==> config.mk <==
export PLATFORM = sky130hd
export DESIGN_NAME = alt_vipitc130_common_frame_trigger
export DESIGN_NICKNAME = d
export VERILOG_FILES = /design/src/rtl/alt_vipitc130_common_pkg.sv /design/src/rtl/alt_vipitc130_common_pkt_tracker.sv /design/src/rtl/alt_vipitc130_common_frame_trigger.sv
export SDC_FILE = /design/constraint.sdc
export NUM_CORES = 1
export LEC_CHECK = 0
export ABC_AREA = 0
export BUFFER_PORTS_ARGS = -buffer_cell sky130_fd_sc_hd__buf_4
export CAP_MARGIN = 25
export CELL_PAD_IN_SITES_DETAIL_PLACEMENT = 1
export CELL_PAD_IN_SITES_GLOBAL_PLACEMENT = 2
export CORE_MARGIN = 2
export CORE_UTILIZATION = 31
export DETAILED_ROUTE_END_ITERATION = 10
export PLACE_DENSITY = 0.86
export SLEW_MARGIN = 10
export SYNTH_ARGS = -nofsm -noshare
export SYNTH_HDL_FRONTEND = slang
export SYNTH_SLANG_ARGS = --single-unit
==> constraint.sdc <==
create_clock -name input_clock -period 2.9 [get_ports input_clock]
set_input_delay 0.435 -clock input_clock [delete_from_list [all_inputs] [get_ports input_clock]]
set_output_delay 0.435 -clock input_clock [all_outputs]
set_load 0.005 [all_outputs]
==> src/rtl/alt_vipitc130_common_pkg.sv <==
// ---------------------------------------------------------------------------
// alt_vipitc130_common_pkg
// Shared definitions for the ITC input-side frame trigger logic:
//   - Avalon-ST video packet type codes (low nibble of the sop beat)
//   - packet tracker state encoding
//   - status counter widths
// ---------------------------------------------------------------------------
package alt_vipitc130_common_pkg;

   localparam logic [3:0] PKT_VIDEO = 4'h0;
   localparam logic [3:0] PKT_CTRL  = 4'hF;

   localparam int FRAME_COUNT_W  = 16;
   localparam int MISSED_COUNT_W = 8;

   typedef enum logic [1:0] {
      WAIT_SOP = 2'd0,
      VIDEO    = 2'd1,
      CTRL     = 2'd2,
      OTHER    = 2'd3
   } state_e;

endpackage

==> src/rtl/alt_vipitc130_common_pkt_tracker.sv <==
// ---------------------------------------------------------------------------
// alt_vipitc130_common_pkt_tracker
// Follows the snooped Avalon-ST packet structure, counts pixel beats of
// video packets and flags the beat whose index matches the offset latched
// on that packet's sop beat.
//
// Ports:
//   input_clock        clock, posedge
//   input_rst          asynchronous reset, active-high
//   enable_i           allows the fire strobe; tracking always continues
//   beat_i             valid & ready for this cycle
//   sop_i / eop_i      packet delimiters of the current beat
//   pkt_type_i         data[3:0], meaningful on the sop beat
//   trigger_offset_i   0-based pixel index to fire on, latched on video sop
//   fire_o             combinational strobe on the firing beat
//   short_frame_o      combinational strobe on an eop beat that ends a video
//                      packet before the offset was reached
// ---------------------------------------------------------------------------
module alt_vipitc130_common_pkt_tracker
   import alt_vipitc130_common_pkg::*;
#(
   parameter int OFFSET_WIDTH = 16
) (
   input  logic                    input_clock,
   input  logic                    input_rst,
   input  logic                    enable_i,
   input  logic                    beat_i,
   input  logic                    sop_i,
   input  logic                    eop_i,
   input  logic [3:0]              pkt_type_i,
   input  logic [OFFSET_WIDTH-1:0] trigger_offset_i,
   output logic                    fire_o,
   output logic                    short_frame_o
);

   state_e                  state_q,  state_d;
   logic [OFFSET_WIDTH-1:0] cnt_q,    cnt_d;
   logic [OFFSET_WIDTH-1:0] offset_q, offset_d;
   logic                    armed_q,  armed_d;

   // NOTE: sequential state uses non-blocking assignments so every flop
   // samples the pre-edge values of the others.
   always_ff @(posedge input_clock or posedge input_rst) begin
      if (input_rst) begin
         state_q  <= WAIT_SOP;
         cnt_q    <= '0;
         offset_q <= '0;
         armed_q  <= 1'b0;
      end else begin
         state_q  <= state_d;
         cnt_q    <= cnt_d;
         offset_q <= offset_d;
         armed_q  <= armed_d;
      end
   end

   // NOTE: every output of this block is given a default first, so no
   // branch can leave a value unassigned and infer a latch.
   always_comb begin
      state_d       = state_q;
      cnt_d         = cnt_q;
      offset_d      = offset_q;
      armed_d       = armed_q;
      fire_o        = 1'b0;
      short_frame_o = 1'b0;

      if (beat_i) begin
         if (sop_i) begin
            // A sop beat always starts a fresh packet, abandoning whatever
            // was in flight without reporting it as short.
            case (pkt_type_i)
               PKT_VIDEO: begin
                  cnt_d    = '0;
                  offset_d = trigger_offset_i;
                  armed_d  = 1'b1;
                  state_d  = VIDEO;
                  // A video packet with no pixel beats never reaches its offset.
                  if (eop_i) begin
                     armed_d       = 1'b0;
                     short_frame_o = 1'b1;
                  end
               end
               PKT_CTRL: state_d = CTRL;
               default:  state_d = OTHER;
            endcase
            if (eop_i) state_d = WAIT_SOP;
         end else begin
            case (state_q)
               VIDEO: begin
                  // Arming is consumed even when enable is low, so a
                  // disabled frame neither fires late nor reports short.
                  if (armed_q && (cnt_q == offset_q)) begin
                     fire_o  = enable_i;
                     armed_d = 1'b0;
                  end
                  if (cnt_q != '1) cnt_d = cnt_q + OFFSET_WIDTH'(1);
                  if (eop_i) begin
                     state_d       = WAIT_SOP;
                     short_frame_o = armed_d;
                  end
               end
               CTRL, OTHER: begin
                  if (eop_i) state_d = WAIT_SOP;
               end
               default: ;
            endcase
         end
      end
   end

endmodule

==> src/rtl/alt_vipitc130_common_frame_trigger.sv <==
// ---------------------------------------------------------------------------
// alt_vipitc130_common_frame_trigger
// Input-clock-domain frame-start trigger. Snoops the video stream entering
// the ITC and raises a level trigger at a programmable pixel-beat offset in
// each video packet; the trigger is held until ack_in.
//
// Ports:
//   input_clock, input_rst   clock (posedge) and async active-high reset
//   enable                   allow trigger firing
//   vid_valid/ready/sop/eop  snooped Avalon-ST control
//   vid_data                 snooped data; [3:0] is the packet type on sop
//   trigger_offset           pixel-beat index to fire on
//   ack_in                   trigger consumed
//   trigger_out              level trigger request (registered)
//   frame_count              fired triggers, wrapping (registered)
//   missed_count             fires while a request was pending, saturating
//   short_frame              one-cycle pulse after a short video packet
//
// Build option: define ALT_VIPITC130_FRAME_TRIGGER_STATUS_EN to implement
// frame_count, missed_count and short_frame; otherwise they are tied to 0.
// ---------------------------------------------------------------------------
module alt_vipitc130_common_frame_trigger
   import alt_vipitc130_common_pkg::*;
#(
   parameter int DATA_WIDTH   = 24,
   parameter int OFFSET_WIDTH = 16
) (
   input  logic                      input_clock,
   input  logic                      input_rst,
   input  logic                      enable,
   input  logic                      vid_valid,
   input  logic                      vid_ready,
   input  logic                      vid_sop,
   input  logic                      vid_eop,
   input  logic [DATA_WIDTH-1:0]     vid_data,
   input  logic [OFFSET_WIDTH-1:0]   trigger_offset,
   input  logic                      ack_in,
   output logic                      trigger_out,
   output logic [FRAME_COUNT_W-1:0]  frame_count,
   output logic [MISSED_COUNT_W-1:0] missed_count,
   output logic                      short_frame
);

   logic fire;
   logic short_strobe;
   logic trigger_q, trigger_d;

   // Only the packet-type nibble of the data is of interest here.
   logic [DATA_WIDTH-5:0] unused_vid_data_hi;
   assign unused_vid_data_hi = vid_data[DATA_WIDTH-1:4];

   alt_vipitc130_common_pkt_tracker #(
      .OFFSET_WIDTH (OFFSET_WIDTH)
   ) u_pkt_tracker (
      .input_clock      (input_clock),
      .input_rst        (input_rst),
      .enable_i         (enable),
      .beat_i           (vid_valid & vid_ready),
      .sop_i            (vid_sop),
      .eop_i            (vid_eop),
      .pkt_type_i       (vid_data[3:0]),
      .trigger_offset_i (trigger_offset),
      .fire_o           (fire),
      .short_frame_o    (short_strobe)
   );

   // Fire wins over ack: the ack cycle is taken downstream as the re-arm.
   always_comb begin
      trigger_d = trigger_q;
      if (fire)                 trigger_d = 1'b1;
      else if (ack_in)          trigger_d = 1'b0;
   end

   always_ff @(posedge input_clock or posedge input_rst) begin
      if (input_rst) trigger_q <= 1'b0;
      else           trigger_q <= trigger_d;
   end

   assign trigger_out = trigger_q;

`ifdef ALT_VIPITC130_FRAME_TRIGGER_STATUS_EN
   logic [FRAME_COUNT_W-1:0]  frame_count_q,  frame_count_d;
   logic [MISSED_COUNT_W-1:0] missed_count_q, missed_count_d;
   logic                      short_frame_q;

   always_comb begin
      frame_count_d  = frame_count_q;
      missed_count_d = missed_count_q;
      if (fire) begin
         frame_count_d = frame_count_q + FRAME_COUNT_W'(1);
         // A fire overlapping the ack is a re-arm, not a miss.
         if (trigger_q && !ack_in && (missed_count_q != '1))
            missed_count_d = missed_count_q + MISSED_COUNT_W'(1);
      end
   end

   always_ff @(posedge input_clock or posedge input_rst) begin
      if (input_rst) begin
         frame_count_q  <= '0;
         missed_count_q <= '0;
         short_frame_q  <= 1'b0;
      end else begin
         frame_count_q  <= frame_count_d;
         missed_count_q <= missed_count_d;
         short_frame_q  <= short_strobe;
      end
   end

   assign frame_count  = frame_count_q;
   assign missed_count = missed_count_q;
   assign short_frame  = short_frame_q;
`else
   logic unused_short_strobe;
   assign unused_short_strobe = short_strobe;

   assign frame_count  = '0;
   assign missed_count = '0;
   assign short_frame  = 1'b0;
`endif

endmodule

Yosys cells after proc, flatten, opt, wreduce, memory -nomap -nowiden:

Index checks and enable logic that the tools add are counted.

* register bits after elaboration: 36
* bits of input ports: 48
* output and inout port bits: 26
* logic and storage cells: 47

* $add $sub $neg: 1
* equality and inequality tests: 7
* mux-type cells: 20
* bitwise operators: 1
* reduce and logical (&&, ||, !) cells: 13

Operators with widths (count)
* $mux W16: 4
* $add A16 B1 Y16 const B: 1
* $eq A16 B16 Y1: 1
* $ne A16 B16 Y1 const B: 1
* $reduce_bool A2 Y1: 6
* $mux W1: 11
* $mux W2: 4
* $reduce_and A4 Y1: 2
* $reduce_and A3 Y1: 2
* $eq A2 B2 Y1 const B: 2
* $eq A4 B4 Y1 const B: 1
* $logic_not A4 Y1: 1
* $pmux W2 S2: 1
* $reduce_or A3 Y1: 1
* $eq A2 B1 Y1 const B: 1
* $ne A2 B1 Y1 const B: 1
* $and A1 B1 Y1: 1
* $logic_and A1 B1 Y1: 1

Logic depth before layout (Yosys ltp):

* depth in word-level cells: 7
* gate-level depth with buffers: 7
* depth with buffers taken out: 6

Modules after synthesis:

A second synthesis with hierarchy kept.

* cell total of the unflattened synthesis: 246
* area, all modules: 2160.8 µm²

By module, submodules not included
* alt_vipitc130_common_pkt_tracker: times used 1, cells an instance 215, area each 1923.1 µm², seq. area each 875.8 µm²
* alt_vipitc130_common_frame_trigger: times used 1, cells an instance 31, area each 237.7 µm², seq. area each 25.0 µm²

Worst setup path before layout:

No wires, ideal clock.

* kind: input port to flip-flop
* from: in vid_sop
* to: reg u_pkt_tracker.cnt_q[6]
* library setup time: 77 ps
* data arrival time: 1595 ps
* data required time: 2823 ps
* setup slack: 1228 ps
* stages on the path: 7
* buffers on the path: 2
* cells stage by stage: buf_2 nor2_1 and3_2 buf_6 o21ai_2 or4_1 a21oi_1

* word-level cells in the longest chain between the ends: 2
* elaborated cells between the ends (all ways): 5
* classes of those cells: 1 x eq/ne; 1 x mux; 3 x reduce/logical

Ends and longest elaborated chain
* start: declaration: RTL line alt_vipitc130_common_frame_trigger.sv:33 `input logic vid_sop,`
* $ne A2 B1 Y1 (no line) / $reduce_bool A2 Y1 (equally long branches)
* $reduce_and A4 Y1 (no line)
* end signal: assignment: RTL line alt_vipitc130_common_pkt_tracker.sv:51 `cnt_q <= cnt_d;`
* end: declaration: RTL line alt_vipitc130_common_pkt_tracker.sv:37 `logic [OFFSET_WIDTH-1:0] cnt_q, cnt_d;`

Parallel ways exist; a longest one is shown, timed or not.
A chain may end at the register's enable or synchronous reset.

Worst setup path in the final report:

* from: in u_pkt_tracker.cnt_q[0]
* to: reg u_pkt_tracker.cnt_q[5]

* word-level cells in the longest chain between the ends: 4
* elaborated cells between the ends (all ways): 7
* classes of those cells: 1 x add/sub; 1 x eq/ne; 3 x mux; 2 x reduce/logical

Ends and longest elaborated chain
* $add A16 B1 Y16: RTL line alt_vipitc130_common_pkt_tracker.sv:96 `if (cnt_q != '1) cnt_d = cnt_q + OFFSET_WIDTH'(1);`
* $mux W16: RTL line alt_vipitc130_common_pkt_tracker.sv:96
* $mux W16: RTL line alt_vipitc130_common_pkt_tracker.sv:88 `case (state_q)`
* $mux W16: RTL line alt_vipitc130_common_pkt_tracker.sv:68 `if (sop_i) begin`

Parallel ways exist; a longest one is shown, timed or not. The select of a mux whose other input is x is not followed.

==> qor.txt <==
reg-to-reg startpoint: u_pkt_tracker.cnt_q[0]
Bufs and invs on worst path: 0
multiplexer share of the synthesized area: 0
vias per cell: 4.783
GR Overflow Total: 0
Reg2Reg Setup Slack: 910 ps
number of global-route vias before repair: 1629
Worst Hold Class: in2async
simple-gate portion of the synthesized area: 0.2476
Routed Wire Length: 4577 um
Critical Path Source Type: flop
worst skew pair latency: 300 ps
DP Wirelength: 3359 um
Syn-to-layout area delta: 13.58%
crit end category: flop
CTS tree: done
Max Fanout on Critical Path: 8
crit path DAT: 2220 ps
first-pass GRT wire length: 7831 um
final worst hold slack: 251.2 ps
Final ANT Viol Nets: 0
Fin. Hold Viols: 0
number of synthesis warnings: 0
Die Span Y: 86.15 um
count of different cell masters after synthesis: 40
placed inst area: 2288 um^2
I/O pin cnt: 74
final total power: 0.001150 W
fillers: 764
worst stage delay on the critical path: 440 ps
setup TNS: 0 ps
Synth area leader: dfrtp_1
Peak VDD IR: 0.2409 mV
Syn Inst Count: 228
largest net degree at the start of global routing: 37
Finished Cell Area: 2376 um^2
slowest CP cell: dfrtp_1
status: completed
Die X: 86.15 um
CTS clk-pin slew, worst paths: 80 ps
Register Area: 900.9 um^2
port bufs: 28
Resized Gates After CTS: 0
nets: 308
DIE AREA: 7422 um^2
adder-cell share of the synthesized area: 0.005981
most common flop cell mapped by yosys: dfrtp_1
CP Class: reg2reg
dominant cells by area after synthesis: dfrtp_1 (43%), nand2_1 (9.3%), buf_4 (9.0%), xnor2_1 (7.5%), o21ai_0 (3.3%)
Final Max Slew Viols: 0
number of buffers created by CTS: 5
Root Driver: clkbuf_8
setup bufs post-CTS: 0
family with the most delay on the worst path: simple AND/OR/NAND/NOR gates
Max Cap Viol: 0
Synth Area in XOR/XNOR: 0.07536
main combinational cell family by area after synthesis: simple AND/OR/NAND/NOR gates
routed len/inst: 13.58 um
Seq cells post-synth: 36
Setup Skew: 8.852 ps
gpl congestion: 0.7703
Initial Util: 0.3257
Hold-fix buffers, CTS: 0
CP required: 3130 ps
CP cell instances: ha_1, and4b_1, nand4_4, nor2_1, o21ai_0, a21oi_1
layout cells sized above 1: 0.1885
RSZ-0062 raised after global routing: false
top-count cell post-synth: nand2_1
power per cell area: 484.0 nW/um^2
row count: 29
critical path launch point: u_pkt_tracker.cnt_q[0]
core area: 6422 um^2
n_diodes: 0
Leak: 1.129 nW
minimum clock period: 1992 ps
Setup-failing EPs final: 0
most frequent cells after synthesis: nand2_1 (52), dfrtp_1 (36), buf_4 (25)
CTS sink count: 36
post-synthesis compound-gate area fraction: 0.1232
post-synth top area share: 0.4306
Finished Core Util: 0.3700
initial drt markers: 61
final period utilization: 0.6870
H-tree lvl count: 2
drt drc: 0
sequential fraction of the synthesis area: 0.4306
clock buffer depth: 2
initial antenna violation count: 0
EDFF count, synth: 0
via count: 1612
GRT Util Overall: 0.1347
multi-input logic area: 1040 um^2
Synth Area per Inst: 9.175 um^2
mapped cell area: 2092 um^2
achievable frequency: 501.9 MHz
ys async rst share: 1.000
router iterations before antenna repair: 4
worst paths after layout:
kind | end | cells past startpoint
setup / recovery | u_pkt_tracker.cnt_q[5] | 6
hold / removal | u_pkt_tracker.offset_q[8] | 3
setup reg to reg | u_pkt_tracker.cnt_q[5] | 6
hold reg to reg | u_pkt_tracker.state_q[0] | 1
max in group asynchronous | u_pkt_tracker.cnt_q[12] | 3
min in group input_clock | u_pkt_tracker.offset_q[7] | 3
where the power goes:
group	leakage, nW	internal (W)	switching (W)
sequential	0.478	0.000553	0.0000516
combinational	0.603	0.0000931	0.0000910
clock	0.0479	0.000167	0.000194
total	1.13	0.000813	0.000337
area by class of cell:
type / count / share of cell area
well taps: 77 / 0.04055
repair buffers: 31 / 0.09795
inverters: 5 / 0.007899
multi-input cells: 180 / 0.4376
clock inverters: 3 / 0.007899
flip-flops and latches: 36 / 0.3791
clock buffers: 5 / 0.02896
per-stage QoR:
step	setup slack [ps]	instances
2_1_floorplan	1228	252
3_3_place_gp	803.6	329
3_5_place_dp	786.3	329
4_1_cts	909.7	337
5_1_grt	651.3	337
6_report	907.7	337
cells in the final DEF (no fill, tap or decap), types with 2 or more instances in the layout:
cell type	Yosys	layout
or3_1	7	7
and4_1	2	2
dfrtp_1	36	36
o31ai_1	2	2
and3_2	3	3
nand3_1	6	6
and3_1	4	4
nand2_1	52	52
o21ai_0	14	14
or4_1	2	2
inv_1	5	5
buf_4	25	31
a21oi_1	12	12
conb_1	1	25
nor2_1	6	6
and2_1	2	2
clkinv_2	0	2
nand4_1	5	5
xnor2_1	18	18
o2111ai_4	2	2
clkbuf_8	0	5
layer usage:
layer / share of wire / track usage
met1: 0.48 / 0.1809
met2: 0.45 / 0.2093
met3: 0.059 / 0.03561
met4: 0.013 / 0.04762
met5: 0 / 0
flip-flops by register name, indices dropped and copies added, names as in the netlist:
name / flops
u_pkt_tracker.state_q: 2
trigger_out: 1
u_pkt_tracker.offset_q: 16
u_pkt_tracker.cnt_q: 16
u_pkt_tracker.armed_q: 1
logic make-up (layout without fill, tap and decap cells):
family | Yosys count | after routing
other cells | 1 | 25
fa+ha+maj | 1 | 1
compound gates | 37 | 37
flops | 36 | 36
xor+xnor | 18 | 18
simple gates | 99 | 99
buf+inv | 36 | 44
worst register-to-register path: cells and delay by family, from the launching register on:
kind / cells / cell delay, ps
and+or+nand+nor: 3 / 890
adders and majority gates: 1 / 260
DFF: 1 / 440
AOI/OAI and AO/OA: 2 / 330
No activity file was read; power rests on OpenSTA's default activity.
